$ cat src/rtl/sram_frame_writer.sv
// Pixel SRAM writer for the 800x600 VGA path. A small FIFO buffers incoming words,
// which are written only inside the blanking window; otherwise the display read address passes through.
module sram_frame_writer #(
  parameter int H_DISPLAY   = 800,
  parameter int V_DISPLAY   = 600,
  parameter int H_TOTAL     = 1056,
  parameter int V_TOTAL     = 628,
  parameter int FIFO_DEPTH  = 16,
  parameter int FRAME_WORDS = 480000
) (
  input  logic                        clk,
  input  logic                        reset,
  input  logic [10:0]                 hc,
  input  logic [9:0]                  vc,
  input  logic [19:0]                 vga_address,
  input  logic [15:0]                 s_data,
  input  logic                        s_sof,
  input  logic                        s_valid,
  output logic                        s_ready,
  output logic [19:0]                 sram_address,
  output logic [15:0]                 sram_dq_out,
  output logic                        sram_dq_oe,
  output logic                        sram_we_n,
  output logic                        sram_oe_n,
  output logic [$clog2(FIFO_DEPTH):0] fifo_level,
  output logic                        frame_done
);
  // state   | meaning
  // IDLE    | display owns the bus, address passes through
  // SETUP   | address/data driven, reads disabled
  // WRITE   | we_n low for one cycle
  // RECOVER | we_n released, address/data held

  localparam int AW = $clog2(FIFO_DEPTH);
  localparam int LW = AW + 1;
  localparam logic [LW-1:0] LEVEL_FULL = LW'(FIFO_DEPTH);
  localparam logic [10:0]   HC_DISP    = 11'(H_DISPLAY);
  localparam logic [10:0]   HC_CUTOFF  = 11'(H_TOTAL - 4);
  localparam logic [9:0]    VC_DISP    = 10'(V_DISPLAY);
  localparam logic [9:0]    VC_LASTACT = 10'(V_DISPLAY - 1);
  localparam logic [9:0]    VC_END     = 10'(V_TOTAL - 1);
  localparam logic [19:0]   LAST_ADDR  = 20'(FRAME_WORDS - 1);

  typedef enum logic [1:0] {IDLE, SETUP, WRITE, RECOVER} state_t;

  state_t        state, state_nx;
  logic [16:0]   mem [FIFO_DEPTH];
  logic [16:0]   head;
  logic [AW-1:0] rd_idx, wr_idx;
  logic [19:0]   wr_ptr, wr_addr, next_addr;
  logic          blank, next_line_active, window;
  logic          push, pop;

  // A write started at hc = H_TOTAL-5 still retires before the next active line.
  assign blank            = (hc >= HC_DISP) || (vc >= VC_DISP);
  assign next_line_active = (vc < VC_LASTACT) || (vc == VC_END);
  assign window           = blank && !((hc >= HC_CUTOFF) && next_line_active);

  assign s_ready   = !reset && (fifo_level != LEVEL_FULL);
  assign push      = s_valid && s_ready;
  assign pop       = (state == IDLE) && window && (fifo_level != '0);
  assign head      = mem[rd_idx];
  assign next_addr = head[16] ? 20'd0 : wr_ptr;

  assign sram_address = (state == IDLE) ? vga_address : wr_addr;

  always_ff @(posedge clk) begin
    if (push) mem[wr_idx] <= {s_sof, s_data};
  end

  always_comb begin
    state_nx = state;
    case (state)
      IDLE:    if (pop) state_nx = SETUP;
      SETUP:   state_nx = WRITE;
      WRITE:   state_nx = RECOVER;
      RECOVER: state_nx = IDLE;
      default: state_nx = IDLE;
    endcase
  end

  // Bus controls are registered from the next state so they change cleanly with it.
  always_ff @(posedge clk) begin
    if (reset) begin
      state       <= IDLE;
      rd_idx      <= '0;
      wr_idx      <= '0;
      fifo_level  <= '0;
      wr_ptr      <= '0;
      wr_addr     <= '0;
      sram_we_n   <= 1'b1;
      sram_oe_n   <= 1'b0;
      sram_dq_oe  <= 1'b0;
      sram_dq_out <= '0;
      frame_done  <= 1'b0;
    end else begin
      state <= state_nx;
      if (push) wr_idx <= wr_idx + 1'b1;
      case ({push, pop})
        2'b10:   fifo_level <= fifo_level + 1'b1;
        2'b01:   fifo_level <= fifo_level - 1'b1;
        default: fifo_level <= fifo_level;
      endcase
      if (pop) begin
        rd_idx      <= rd_idx + 1'b1;
        wr_addr     <= next_addr;
        wr_ptr      <= (next_addr == LAST_ADDR) ? 20'd0 : next_addr + 20'd1;
        sram_dq_out <= head[15:0];
      end
      sram_we_n  <= (state_nx != WRITE);
      sram_oe_n  <= (state_nx != IDLE);
      sram_dq_oe <= (state_nx != IDLE);
      frame_done <= (state_nx == RECOVER) && (wr_addr == LAST_ADDR);
    end
  end
endmodule

$ cat config.mk
export PLATFORM = sky130hd
export DESIGN_NAME = sram_frame_writer
export DESIGN_NICKNAME = d
export VERILOG_FILES = /design/src/rtl/sram_frame_writer.sv
export SDC_FILE = /design/constraint.sdc
export NUM_CORES = 1
export LEC_CHECK = 0
export ABC_AREA = 1
export BUFFER_PORTS_ARGS = -buffer_cell sky130_fd_sc_hd__buf_2
export CAP_MARGIN = 20
export CORE_MARGIN = 10
export CORE_UTILIZATION = 50
export DETAILED_ROUTE_END_ITERATION = 6
export GPL_ROUTABILITY_DRIVEN = 0
export MAX_ROUTING_LAYER = met4
export PLACE_DENSITY = 0.65
export SYNTH_ARGS = -nofsm -noshare
export SYNTH_HDL_FRONTEND = slang
export SYNTH_SLANG_ARGS = --single-unit
$ cat constraint.sdc
create_clock -name clk -period 9.9 [get_ports clk]
set_input_delay 1.98 -clock clk [delete_from_list [all_inputs] [get_ports clk]]
set_output_delay 1.98 -clock clk [all_outputs]
set_load 0.005 [all_outputs]
==> flow_summary.toml, run 1 <==
[status]
status = "completed"

[timing]
drv_slew = 0
fin_setup_tns_ns = 0
period_minus_slack_ns = 4.87
setup_viol = 0
tightest_slew_ns = 1.08
max_freq_ghz = 0.205
rsz0062_at_grt = "false"
maxSlewHeadroom = 0.281
skew_ns = 0.0142
final-hold-violation-count = 0
min_period_over_period = 0.492

[routing]
drc = 0
drtPass1Iterations = 5
drtIter0Drc = 978
wirelength_um = 37000
wl_per_cell_um = 20.0
vias = 10400
viasPerCell = 5.62
ant_nets = 0

[power]
powerDensity_mw_per_mm2 = 258
fin_total_pwr_mw = 4.31
leakage_nw = 5.88
peakVddDrop_mv = 0.172

[worst_setup_path]
reg2regPathDepth = 19
cp-start-kind = "input pin"
crit_path_end_kind = "primary output"
critPathRequiredTime_ns = 7.92
cp_max_fo = 26
reg2reg_slack_ns = 5.21
worstSetupPathType = "input pin to primary output"
r2r-end = "wr_ptr[8]"
arrival_ns = 2.89

[clock_tree]
cts_tree = "done"
ctsHoldBuffers = 0
cts_setup_buffers = 0
path_clk_slew_ns = 0.06
htreeDepth = 2
cts-root-buf = "clkbuf_16"
cts-buffers-inserted = 37
clk_latency_ns = 0.53
cts_max_path_buffers = 3
clock_sinks = 350
cts.repair.resized = 0

[die]
die-height_um = 191
fp-row-count = 62
io_pins = 107
die_w_um = 191
core_area_sq_mm = 0.0288
dieArea_sq_mm = 0.0365
start_util = 0.508

[finish]
nets = 1510
area_growth_pct = 14.3
drive_gt1_frac = 0.166

[yosys]
synth_nets = 1420
syn_inst = 1346
avgSynthCellArea_sq_um = 10.9
synth_edf_count = 272
ys_ff_latch = 350
synth_ff_type = "edfxtp_1"
synth_cell_types = 44
synth_top_area_cell = "edfxtp_1"
synthArstFlopShare = 0
yosysWarnings = 0
yosys.area.top_type_share = 0.558
synth_area_sq_mm = 0.0146
synth_area_leaders = "edfxtp_1 56%, dfxtp_1 11%, o21ai_0 7.0%"
yosysSeqAreaShare = 0.665

[grt]
grt_overflow_total = 0
grt_pass1_vias = 9820
antenna_found_initial = 3
grt_pass1_wl_um = 57000
grt_max_degree = 101
track_usage = 0.207

[hold_path]
hold_depth = 2
hp-class = "register to register"
min_to = "wr_ptr[18]"
hp-start = "wr_ptr[18]"

[place]
portBuffers = 104
hpwl_um = 21600

[job]
max_cap_violations = 0
## synthesized netlist by cell type, types with 3 or more instances
cell and number:
mux2_2 12, nor3_1 3, o21ai_1 13, nand3_4 5
buf_1 5, clkbuf_1 60, inv_1 64, ha_1 13
nand3_1 45, o32ai_1 4, nand4_1 10, dfxtp_1 78
a21oi_1 49, nor4_1 5, xor2_1 5, inv_2 3
edfxtp_1 272, nand2_1 115, o21ai_0 204, nand3_2 6
nand3b_1 5, nor2_2 10, o22ai_1 77, nor2_1 248
buf_2 9
## state kept, by name, summed over array words and instances (netlist names), named ones only
signal / cells
fifo_level: 5
frame_done: 1
mem: 272
rd_idx: 4
sram_dq_out: 16
sram_oe_n: 1
sram_we_n: 1
state: 2
wr_addr: 20
wr_idx: 4
wr_ptr: 20
## critical path: stages
cell and delay [ns]:
buf_2 0.49, inv_1 0.13, nand2_1 0.10, inv_1 0.05
buf_2 0.12
## how the worst max path moves through the flow
| stage | end | from | slack (ns) | cells past startpoint |
|---|---|---|---|---|
| floorplan | fifo_level[4] | hc[5] | 5.29 | 19 |
| global placement | fifo_level[4] | hc[5] | 4.95 | 19 |
| detailed placement | fifo_level[4] | hc[5] | 4.89 | 19 |
| CTS | s_ready | reset | 5.03 | 5 |
| global route | wr_ptr[8] | register | 4.85 | 19 |
| finish | s_ready | reset | 5.03 | 5 |
## power by group
| group | internal, mW | total [mW] | switching (mW) | leakage [nW] |
|---|---|---|---|---|
| clock | 0.813 | 1.37 | 0.557 | 0.573 |
| combinational | 0.387 | 1.17 | 0.781 | 2.22 |
| sequential | 1.69 | 1.77 | 0.0879 | 3.09 |
## area by class of cell
| type | instances | area, sq um |
|---|---|---|
| Fill cell | 2445 | 12100 |
| Sequential cell | 350 | 9730 |
| Multi-Input combinational cell | 848 | 4330 |
| Clock buffer | 48 | 988 |
| Timing Repair Buffer | 130 | 716 |
| Tap cell | 384 | 480 |
| Inverter | 69 | 262 |
| Clock inverter | 16 | 205 |
| Antenna cell | 3 | 7.51 |
## routing by layer
| layer | wire length, um | vias to the layer above | track usage |
|---|---|---|---|
| li1 | - | 4975 | - |
| met1 | 16200 | 4967 | 0.272 |
| met2 | 17000 | 382 | 0.320 |
| met3 | 3010 | 61 | 0.0384 |
| met4 | 772 | 0 | 0.0645 |
| met5 | 0 | - | - |
## cell families (layout without fill, tap and decap cells)
family / after synthesis / after routing / synth area share
AO/OA/AOI/OAI: 356 / 356 / 0.131
XOR/XNOR: 7 / 7 / 0.00419
adder cells (fa/ha/maj): 13 / 13 / 0.0111
buffers and inverters: 148 / 263 / 0.0417
flip-flops: 350 / 350 / 0.665
multiplexers: 12 / 12 / 0.00924
other: 0 / 3 / 0
AND/OR/NAND/NOR: 460 / 460 / 0.137
## cells in the final DEF (no fill, tap or decap), types with 5 or more instances in the layout
| cell | netlist | routed |
|---|---|---|
| nand4_1 | 10 | 10 |
| nand3_1 | 45 | 45 |
| nor2_2 | 10 | 26 |
| dfxtp_1 | 78 | 76 |
| clkbuf_1 | 60 | 10 |
| nor2_1 | 248 | 232 |
| clkinv_2 | 1 | 5 |
| nand2_1 | 115 | 115 |
| xor2_1 | 5 | 5 |
| inv_1 | 64 | 63 |
| nor4_1 | 5 | 5 |
| nand3_4 | 5 | 5 |
| a21oi_1 | 49 | 49 |
| edfxtp_1 | 272 | 272 |
| nand3_2 | 6 | 6 |
| ha_1 | 13 | 13 |
| mux2_2 | 12 | 12 |
| nand3b_1 | 5 | 5 |
| o21ai_0 | 204 | 204 |
| clkbuf_16 | 0 | 38 |
| o21ai_1 | 13 | 13 |
| o22ai_1 | 77 | 77 |
| clkinv_1 | 1 | 7 |
| buf_4 | 1 | 26 |
| buf_2 | 9 | 104 |
## through the flow
step	worst slack, ns	utilization	cells	instance area (sq um)	hold WS, ns
global route	4.85	0.581	1848	16700	0.496
finish	5.03	0.581	1848	16700	0.466
global placement	4.95	0.539	1781	15500	0.449
detailed placement	4.89	0.539	1781	15500	0.460
CTS	5.03	0.581	1845	16700	0.470
floorplan	5.29	-	1346	14600	0.426
No activity file was read; power rests on OpenSTA's default activity.
==> run 2: changes to the inputs <==
--- a/config.mk
+++ b/config.mk
@@ -5,7 +5,7 @@
 export SDC_FILE = /design/constraint.sdc
 export NUM_CORES = 1
 export LEC_CHECK = 0
-export ABC_AREA = 1
+export ABC_AREA = 0
 export BUFFER_PORTS_ARGS = -buffer_cell sky130_fd_sc_hd__buf_2
 export CAP_MARGIN = 20
 export CORE_MARGIN = 10
==> constraint.sdc (replaced) <==
create_clock -name clk -period 4.9 [get_ports clk]
set_input_delay 0.98 -clock clk [delete_from_list [all_inputs] [get_ports clk]]
set_output_delay 0.98 -clock clk [all_outputs]
set_load 0.005 [all_outputs]
==> run 2 against run 1 <==
Total power grew 81%; first-iteration DRC count shrank 30%; synthesized area shrank 3.1%; die area shrank 2.8%; via count shrank 23%; design area shrank 2.3%; setup slack lost 3.9 ns; cell count shrank 24%; count of clock-buffer cells in the layout grew 3; clock power grew 93%.
==> flow_summary.toml, run 2 <==
[yosys]
synth_cell_types = 57
synth_area_leaders = "edfxtp_1 58%, mux4_2 13%, dfxtp_1 11%"
synth_area_sq_mm = 0.0142
synth_nets = 950
synth_ff_type = "edfxtp_1"
ys_ff_latch = 350
yosysMostFrequentCell = "edfxtp_1"
yosysSeqAreaShare = 0.687
synthArstFlopShare = 0
syn_inst = 876
synthTopCellsByCount = "272 x edfxtp_1, 84 x mux4_2, 78 x dfxtp_1, 78 x nand2_1, 63 x a21oi_1"
avgSynthCellArea_sq_um = 16.2
yosys.area.top_type_share = 0.576
synth_edf_count = 272
yosysWarnings = 0
synth_top_area_cell = "edfxtp_1"

[finish]
nets = 1065
final_common_cell = "edfxtp_1"
largest_reg_flops = 272
final_area_sq_mm = 0.0163
area_growth_pct = 15.2
reg.largest.list = "mem (272), wr_addr (20), wr_ptr (20)"
drive_gt1_frac = 0.302
instances_no_fill = 1398
final_util = 0.586
regMostFlops = "mem"
fill_cells = 2110
most-common-layout-cells = "272 x edfxtp_1, 104 x buf_2, 84 x mux4_2"

[place]
pre_cts_ws_ns = 0.984
post_dp_cell_area_sq_mm = 0.0152
portBuffers = 104
hpwl_um = 17700
place_inst = 1330

[power]
leakage_nw = 5.36
peakVddDrop_mv = 0.312
powerDensity_mw_per_mm2 = 477
fin_total_pwr_mw = 7.79

[hold_path]
hp-class = "register to register"
hp-start = "sram_dq_out[8]"

[die]
die-height_um = 188
dieArea_sq_mm = 0.0355
start_util = 0.509
io_pins = 107
die_w_um = 188
fp-row-count = 61
core_area_sq_mm = 0.0279

[clock_tree]
path_clk_slew_ns = 0.06
cts_max_path_buffers = 3
cts-buffers-inserted = 37
clk_latency_ns = 0.53
cts_tree = "done"
ctsHoldBuffers = 0
clock_sinks = 350
cts_setup_buffers = 0
htreeDepth = 2
cts.repair.resized = 0
cts-root-buf = "clkbuf_16"

[routing]
viasPerCell = 5.71
drc = 0
wirelength_um = 30400
wl_per_cell_um = 21.8
ant_nets = 0
vias = 7979
drtIter0Drc = 689
drtPass1Iterations = 4

[worst_setup_path]
arrival_ns = 4.11
critPathRequiredTime_ns = 5.27
cp_max_fo = 25
crit_path_end_kind = "register"
worstSetupPathType = "register to register"
cp-start-kind = "register"

[timing]
fin_ws_ns = 1.16
max_freq_ghz = 0.267
fin_setup_tns_ns = 0
rsz0062_at_grt = "false"
period_minus_slack_ns = 3.74
hold_ws_ns = 0.448
final-hold-violation-count = 0
maxSlewHeadroom = 0.413
tightest_slew_ns = 0.880
min_period_over_period = 0.764
setup_viol = 0
skew_ns = 0.0190
drv_slew = 0

[status]
status = "completed"

[grt]
grt_pass1_wl_um = 47100
grt_max_degree = 74
antenna_found_initial = 1
grt_overflow_total = 0
track_usage = 0.174
grt_pass1_vias = 7860

[job]
max_cap_violations = 0
==> run 2: cell count changes in the layout (fill, tap and decap cells not counted), moves of 11 or more <==
cell | before | now
nor2_1 | 232 | 19
o22ai_1 | 77 | 1
nor2_2 | 26 | 12
nand2_1 | 115 | 78
inv_1 | 63 | 8
o21ai_1 | 13 | 0
o21ai_0 | 204 | 23
and2_1 | 0 | 11
a21oi_1 | 49 | 63
mux4_2 | 0 | 84
nand3_1 | 45 | 31
==> run 2: kinds of logic after synthesis <==
kind of cell	after synthesis	share of synthesized area
simple gates	225	0.0820
flops	350	0.687
buf+inv	65	0.0207
mux	106	0.151
compound gates	108	0.0430
xor+xnor	9	0.00556
fa+ha+maj	13	0.0115
==> run 2: where the power goes <==
part | total (mW) | internal, mW | switching [mW]
clock | 2.64 | 1.54 | 1.10
sequential | 3.46 | 3.32 | 0.140
combinational | 1.69 | 0.794 | 0.899
total | 7.79 | 5.65 | 2.14
==> run 2: path summary, 6_finish.rpt <==
path	to	cells after the start	slack, ns
hold / removal	sram_dq_out[8]	2	0.45
hold reg to reg	sram_dq_out[8]	2	0.45
setup / recovery	wr_ptr[10]	13	1.16
setup reg to reg	wr_ptr[10]	13	1.16
==> run 2: metal layers <==
layer  share of wire  GRT usage
met5               0          -
met4           0.015     0.0409
met3           0.065     0.0349
met2            0.47      0.270
met1            0.45      0.235
==> run 2: layout make-up <==
type / count / area, sq um / area share
sequential: 350 / 9730 / 0.596
multi-input combinational: 461 / 4200 / 0.257
clock buffer: 51 / 1030 / 0.0633
timing repair buffer: 132 / 731 / 0.0448
tap: 378 / 473 / 0.0290
clock inverter: 16 / 120 / 0.00736
inverter: 9 / 33.8 / 0.00207
antenna: 1 / 2.50 / 0.000153
==> run 2: worst max-delay path, stage by stage, from the launching register on <==
cell and delay (ns):
dfxtp_4 0.68, mux4_2 0.58, nand3b_1 0.11, and4_1 0.33
and2_1 0.20, ha_1 0.20, and3_1 0.23, nand4_1 0.11
buf_4 0.19, nor2_1 0.40, buf_4 0.25, nor3_1 0.06
o21ai_0 0.17, a21oi_1 0.08
==> run 3: changes to the inputs <==
==> constraint.sdc (replaced) <==
create_clock -name clk -period 3.84 [get_ports clk]
set_input_delay 0.768 -clock clk [delete_from_list [all_inputs] [get_ports clk]]
set_output_delay 0.768 -clock clk [all_outputs]
set_load 0.005 [all_outputs]
==> run 3 against run 2 <==
Sequential cell count is the same; critical path depth shrank 2; total power rose by 28%; setup slack got worse by 0.73 ns; register-to-register slack got worse by 0.73 ns; clock skew is 0.0032 ns lower; sequential share of layout area fell by 0.37 points; fmax rose by 9.8%; largest cell class unchanged; count of clock-buffer cells in the layout shrank 3; design area rose by 0.63%; sequential power grew 27%; largest power group unchanged; cell count grew 0.72%.
==> flow_summary.toml, run 3 (synthesized netlist as in run 2, its figures left out) <==
[die]
core_area_sq_mm = 0.0279
die_w_um = 188
die-height_um = 188
io_pins = 107
dieArea_sq_mm = 0.0355
fp-row-count = 61
start_util = 0.509

[worst_setup_path]
cp-start-kind = "register"
r2r-end = "wr_ptr[18]"
critPathRequiredTime_ns = 4.21
crit_end = "wr_ptr[18]"
reg2reg_slack_ns = 0.43
cp_max_fo = 15
arrival_ns = 3.78
reg2regPathDepth = 11
crit_path_end_kind = "register"
worstSetupPathType = "register to register"

[routing]
drc = 0
vias = 8022
wirelength_um = 31100
drtPass1Iterations = 4
viasPerCell = 5.70
wl_per_cell_um = 22.1
drtIter0Drc = 602
ant_nets = 0

[grt]
top_usage_layer = "met2"
grt_pass1_vias = 8120
grt_pass1_wl_um = 48800
use_met2 = 0.294
use_met3 = 0.0343
grt_overflow_total = 0
grt_max_degree = 74
track_usage = 0.182
gr-usage-met1 = 0.234
antenna_found_initial = 0

[timing]
setup_viol = 0
min_period_over_period = 0.888
final-hold-violation-count = 0
maxSlewHeadroom = 0.432
fin_ws_ns = 0.431
fin_setup_tns_ns = 0
skew_ns = 0.0158
max_freq_ghz = 0.293
tightest_slew_ns = 0.851
period_minus_slack_ns = 3.41
drv_slew = 0
rsz0062_at_grt = "false"

[power]
peakVddDrop_mv = 0.506
p_comb_frac = 0.222
seq_power_share = 0.440
p_switching_mw = 2.74
power_frac_clock = 0.338
powerDensity_mw_per_mm2 = 607
fin_total_pwr_mw = 9.97
switching_share = 0.275
power.internal_mw = 7.23
leakage_nw = 5.43

[finish]
final_common_cell = "edfxtp_1"
regArea_sq_mm = 0.00973
drive_gt1_frac = 0.315
final_util = 0.590
largest_reg_flops = 272
instances_no_fill = 1408
nets = 1075
reg.largest.list = "mem (272), wr_addr (20), wr_ptr (20)"
most-common-layout-cells = "272 x edfxtp_1, 104 x buf_2, 84 x mux4_2"
regMostFlops = "mem"
diodes = 0
fill_cells = 2131
area_growth_pct = 15.9
multi_input_area_sq_mm = 0.00420

[status]
status = "completed"

[clock_tree]
htreeDepth = 2
cts_max_path_buffers = 3
cts-buffers-inserted = 37
cts-root-buf = "clkbuf_16"
cts_setup_buffers = 0
path_clk_slew_ns = 0.06
ctsHoldBuffers = 0
clk_latency_ns = 0.53
cts_tree = "done"
clock_sinks = 350
cts.repair.resized = 0

[job]
max_cap_violations = 0

[place]
place_inst = 1340
pre_cts_ws_ns = 0.309
portBuffers = 104
hpwl_um = 18600

[hold_path]
hp-start = "sram_dq_out[14]"
hp-class = "register to register"
[run 3: cell types whose count changed in the layout (fill, tap and decap cells not counted), sizes merged]
cell / delta
clkinv: +2
clkinvlp: +2
clkbuf: -3
diode: -1
buf: +10
[run 3: power groups by stage]
stage                     registers (mW)  logic, mW  clock network, mW
after CTS                           4.39       2.25               3.45
final                               4.38       2.21               3.37
after detailed placement            4.47       2.25                  0
after floorplan                     4.40       1.70                  0
after global placement              4.46       2.23                  0
after global routing                4.41       2.47               3.61
[run 3: final cells by class]
| class | count | area share |
|---|---|---|
| clock buffers | 48 | 0.0621 |
| clock inverters | 20 | 0.00921 |
| inverters | 9 | 0.00206 |
| multi-input cells | 461 | 0.256 |
| flip-flops and latches | 350 | 0.592 |
| well taps | 378 | 0.0288 |
| repair buffers | 142 | 0.0498 |
[run 3: worst min-delay path by stage]
stage / endpoint / slack, ns / cells after the start
after floorplan: wr_addr[7] / 0.44 / 2
after global placement: sram_dq_out[7] / 0.44 / 2
after detailed placement: sram_dq_out[14] / 0.44 / 2
after CTS: sram_dq_out[14] / 0.45 / 2
after global routing: sram_dq_out[11] / 0.47 / 2
final: sram_dq_out[14] / 0.45 / 2
[run 3: routing by layer]
metal	up-vias	wire length, um
li1	3702	-
met4	0	474
met5	-	0
met1	4049	13500
met2	233	15300
met3	38	1860
[run 3: worst max-delay path, cell delays in order (launching register included)]
cell      delay, ns
dfxtp_4        0.53
mux4_2         0.55
nand3b_1       0.11
and4_1         0.36
and2_1         0.20
ha_1           0.19
and3_1         0.24
nand4_1        0.32
nor4_1         0.43
nor3_1         0.07
o21ai_0        0.16
a21oi_1        0.08
[run 3: stage by stage]
| step | area [sq um] | hold WS (ns) |
|---|---|---|
| final | 16400 | 0.453 |
| after global routing | 16400 | 0.471 |
| after CTS | 16400 | 0.452 |
| after detailed placement | 15300 | 0.445 |
| after global placement | 15300 | 0.442 |
| after floorplan | 14200 | 0.437 |
